[src/rtl/booth_mul_seq.sv]
// Sequential radix-4 Booth multiplier: signed or unsigned WIDTH x WIDTH -> 2*WIDTH product,
// one Booth digit per cycle with a start/busy/done handshake.
module booth_mul_seq #(
    parameter int WIDTH = 32
) (
    input  logic                 clk,
    input  logic                 nRst,
    input  logic                 start,
    input  logic                 is_signed,
    input  logic [WIDTH-1:0]     a,
    input  logic [WIDTH-1:0]     b,
    output logic                 busy,
    output logic                 done,
    output logic [2*WIDTH-1:0]   p
);

    localparam int XW = WIDTH + 2;
    localparam int AW = WIDTH + 3;
    localparam int CW = $clog2(WIDTH / 2 + 2);
    localparam logic [CW-1:0] STEPS = CW'(WIDTH / 2 + 1);

    typedef enum logic [1:0] {
        IDLE,
        RUN,
        DONE
    } state_t;

    state_t              state_q, state_d;
    logic [XW-1:0]       mcand_q, mcand_d;
    logic [XW-1:0]       mplier_q, mplier_d;
    logic [AW-1:0]       acc_q, acc_d;
    logic                prevBit_q, prevBit_d;
    logic [CW-1:0]       count_q, count_d;
    logic [2*WIDTH-1:0]  p_q, p_d;

    logic [AW-1:0]       mcandWide;
    logic [AW-1:0]       addend;
    logic [AW-1:0]       sum;
    logic [AW-1:0]       accShift;
    logic [XW-1:0]       mplierShift;
    logic [XW-1:0]       aExt;
    logic [XW-1:0]       bExt;

    always_ff @(posedge clk or negedge nRst) begin
        if (!nRst) begin
            state_q   <= IDLE;
            mcand_q   <= '0;
            mplier_q  <= '0;
            acc_q     <= '0;
            prevBit_q <= 1'b0;
            count_q   <= '0;
            p_q       <= '0;
        end else begin
            state_q   <= state_d;
            mcand_q   <= mcand_d;
            mplier_q  <= mplier_d;
            acc_q     <= acc_d;
            prevBit_q <= prevBit_d;
            count_q   <= count_d;
            p_q       <= p_d;
        end
    end

    // Two guard bits make unsigned operands positive in a signed Booth recoding.
    always_comb begin
        aExt = is_signed ? {{2{a[WIDTH-1]}}, a} : {2'b00, a};
        bExt = is_signed ? {{2{b[WIDTH-1]}}, b} : {2'b00, b};
    end

    always_comb begin
        mcandWide = {mcand_q[XW-1], mcand_q};
        addend    = '0;
        unique case ({mplier_q[1:0], prevBit_q})
            3'b000:  addend = '0;
            3'b001:  addend = mcandWide;
            3'b010:  addend = mcandWide;
            3'b011:  addend = {mcandWide[AW-2:0], 1'b0};
            3'b100:  addend = -{mcandWide[AW-2:0], 1'b0};
            3'b101:  addend = -mcandWide;
            3'b110:  addend = -mcandWide;
            3'b111:  addend = '0;
            default: addend = '0;
        endcase
        sum         = acc_q + addend;
        accShift    = {{2{sum[AW-1]}}, sum[AW-1:2]};
        mplierShift = {sum[1:0], mplier_q[XW-1:2]};
    end

    always_comb begin
        state_d   = state_q;
        mcand_d   = mcand_q;
        mplier_d  = mplier_q;
        acc_d     = acc_q;
        prevBit_d = prevBit_q;
        count_d   = count_q;
        p_d       = p_q;
        busy      = 1'b0;
        done      = 1'b0;

        case (state_q)
            RUN: begin
                busy      = 1'b1;
                acc_d     = accShift;
                mplier_d  = mplierShift;
                prevBit_d = mplier_q[1];
                count_d   = count_q - CW'(1);
                if (count_q == CW'(1)) begin
                    p_d     = {accShift[WIDTH-3:0], mplierShift};
                    state_d = DONE;
                end
            end
            default: begin
                done    = (state_q == DONE);
                state_d = IDLE;
                if (start) begin
                    mcand_d   = aExt;
                    mplier_d  = bExt;
                    acc_d     = '0;
                    prevBit_d = 1'b0;
                    count_d   = STEPS;
                    state_d   = RUN;
                end
            end
        endcase
    end

    assign p = p_q;

endmodule

[config.mk]
export PLATFORM = sky130hd
export DESIGN_NAME = booth_mul_seq
export DESIGN_NICKNAME = d
export VERILOG_FILES = /design/src/rtl/booth_mul_seq.sv
export SDC_FILE = /design/constraint.sdc
export NUM_CORES = 1
export LEC_CHECK = 0
export CORE_MARGIN = 2
export CORE_UTILIZATION = 50
export DETAILED_ROUTE_END_ITERATION = 8
export PLACE_DENSITY = 0.73
export SLEW_MARGIN = 20
export SYNTH_ARGS = -nofsm -noshare
export SYNTH_HDL_FRONTEND = slang
export SYNTH_SLANG_ARGS = --single-unit
[constraint.sdc]
create_clock -name clk -period 6.1 [get_ports clk]
set_input_delay 1.22 -clock clk [delete_from_list [all_inputs] [get_ports clk]]
set_output_delay 1.22 -clock clk [all_outputs]
set_load 0.05 [all_outputs]
==> run metrics <==
outcome=complete, no violations; wire per inst=between 15 and 20 um; post-CTS setup buffer count=0; Yosys cell types=between 70 and 80; worst reg2reg path depth=19; via count=9,452; reg2reg setup slack=between 0.8 and 0.9 ns; worst hold path class=flip-flop to flip-flop; commonest non-fill, non-tap cell in the layout=nand2_1; Layout Skew=around 0.012 ns; clk slew on worst S/H paths=0.07 ns; Final Max Tran Viols=0; critical-path cell list=inv_1 > ha_1 > nor3b_2 > nand3b_1 > nand2b_1 > or3_1 > nor4_1 > xor2_1 > o21ai_0 > nand3_1 > a221oi_1 > ha_1 > nand2_1 > inv_1 > and4_1 > a2111oi_0 > nor2_1 > xnor2_1 > o21ai_0; Final ANT Viol Nets=0; htree depth=4; Fin. Hold Viols=0; area post-placement=about 12,000 um2; number of flops mapped to enable cells by yosys=0; number of gates resized after cts=0; Setup violations, final=0; Least-Margin Pin Slew=0.9324 ns; Final Critical Period=about 5.3 ns; CTS Buf Count=17; WL final=28.32 mm; 1st-iter DRT viols=about 870; Clock Latency Late Sink=approximately 0.44 ns; f_max=around 190 MHz; pre-CTS setup slack=around 0.84 ns; area added between synthesis and finish=19.68%; largest net degree at the start of global routing=90; initial antenna violation count=0; Die Wd=between 100 and 150 um; RSZ-0062 raised after global routing=false; register area share after synthesis=between 40% and 50%; vias in the first global route=9,151; synth warn=0; DRC=0; GP Congestion=roughly 0.92; CP endpoint kind=flip-flop; IO buf count=roughly 130; ys async rst share=100.0%; most frequent cells in the layout=261 x nand2_1, 172 x dfrtp_1, 147 x o21ai_0; Synth Flop Type=dfrtp_1; total grt overflow=0; hold-critical path endpoint=p[24]$_DFFE_PN0P_; Initial Util=between 50% and 60%; core area=between 20,000 and 25,000 um2; Die Ht=approximately 150 um; WP data required=6.39 ns; Root Driver=clkbuf_16; crit path DAT=around 5.6 ns; Hold Path Cell Cnt=2; Syn Nets=roughly 1.3k; hold buffers post-CTS=0; Max-Slew Margin vs Limit=between 30% and 40%; post-DP HPWL=between 15 and 20 mm; clk buf depth=2; num ports=134; share of cells above drive strength 1=8.227%; Setup WS post-layout=a little over 0.8 ns; Synth Instances=between 1k and 1.5k; CP Max Fanout=6; total negative slack=0 ns; slowest cell on the critical path=a2111oi_0; CTS sink cnt=around 170; Mean Syn Cell Area=8.633 um2; post-route cell area=around 13,000 um2; CTS tree=built; flops & latches, synth=172; DR pass1 iterations=5; # rows=between 50 and 60; Final period util=86.74%; All-Layer GR Usage=26.18%; HP Start=p[24]$_DFFE_PN0P_; Nets=between 1k and 1.5k; Largest stage delay, worst path=~0.75 ns; die footprint=roughly 22,000 um2; startpoint types=flip-flop; Reg-to-Reg End=p[62]$_DFFE_PN0P_; Crit Path Class=flip-flop to flip-flop; Vias per Instance=between 5 and 6; reg2reg start=mcand_q[0]$_DFFE_PN0P_; synthesized cell area=10,620 um2; first-pass GRT wire length=46.56 mm; maxcap violations=0
-- worst max path at each step --
stage | startpoint | end | slack, ns | cells after the start
after global routing | mcand_q[0]$_DFFE_PN0P_ | p[62]$_DFFE_PN0P_ | 0.38 | 19
after floorplan | mcand_q[14]$_DFFE_PN0P_ | acc_q[33]$_DFFE_PN0P_ | 1.45 | 17
after detailed placement | mcand_q[0]$_DFFE_PN0P_ | p[62]$_DFFE_PN0P_ | 0.84 | 19
after CTS | mcand_q[0]$_DFFE_PN0P_ | p[62]$_DFFE_PN0P_ | 0.81 | 19
after global placement | mcand_q[14]$_DFFE_PN0P_ | p[62]$_DFFE_PN0P_ | 1.02 | 18
final | mcand_q[0]$_DFFE_PN0P_ | p[62]$_DFFE_PN0P_ | 0.81 | 19
-- metrics by stage --
stage,utilization (%),std cells,hold WS [ns]
floorplan,-,1230,0.4515
global placement,57.89,1580,0.4600
detailed placement,57.89,1580,0.4616
CTS,60.63,1612,0.4806
global route,60.63,1612,0.5043
finish,60.65,1613,0.4766
-- logic make-up after synthesis --
group           synth area share (%)
compound gates                 18.33
fa+ha+maj                      6.433
xor+xnor                       4.772
flops                          40.53
buf+inv                        3.476
simple gates                   19.65
mux                            6.799
-- Yosys cell counts, types with 11 or more instances --
cell / instances / area (um2)
nor2_1: 64 / 240.2
a21oi_1: 64 / 320.3
clkbuf_1: 64 / 240.2
ha_1: 37 / 462.9
inv_1: 18 / 67.56
maj3_1: 20 / 200.2
dfrtp_1: 172 / 4304
a21o_1: 18 / 135.1
xnor2_1: 31 / 271.5
o21ai_0: 147 / 735.7
nand3b_1: 33 / 247.7
mux2i_1: 35 / 350.3
xor2_1: 25 / 219.0
o22ai_1: 16 / 100.1
o211ai_1: 13 / 97.59
a211oi_1: 11 / 82.58
mux2_2: 33 / 371.6
nand2_1: 261 / 979.7
nor3_1: 17 / 85.08
-- worst max-delay path, delay by kind of cell, from the launching register on --
family | cells | cell delay (ns)
flip-flops | 1 | 0.41
adder cells (fa/ha/maj) | 2 | 0.53
AO/OA/AOI/OAI | 4 | 1.41
AND/OR/NAND/NOR | 9 | 2.27
XOR/XNOR | 2 | 0.36
buffers and inverters | 2 | 0.19
-- sequential cells by signal (all words and copies together), names as in the netlist --
signal     flops
count_q        5
mplier_q      34
p             64
mcand_q       33
state_q        2
prevBit_q      1
acc_q         33
-- routing by layer --
layer	GRT usage [%]	wire, um
met5	0	0
met1	35.35	12480
met2	42.45	13400
met3	4.360	1631
met4	9.858	794
-- cell type report --
class	instances	area (um2)
antenna	1	2.502
clock buffer	19	452.9
clock inverter	13	122.6
fill	1864	8247
inverter	21	78.83
multi-input combinational	962	5948
sequential	172	4304
tap	275	344.1
timing repair buffer	150	1455
Power is not shown: default switching activity piles up to over one toggle a cycle in this logic, so the estimate is an artifact.
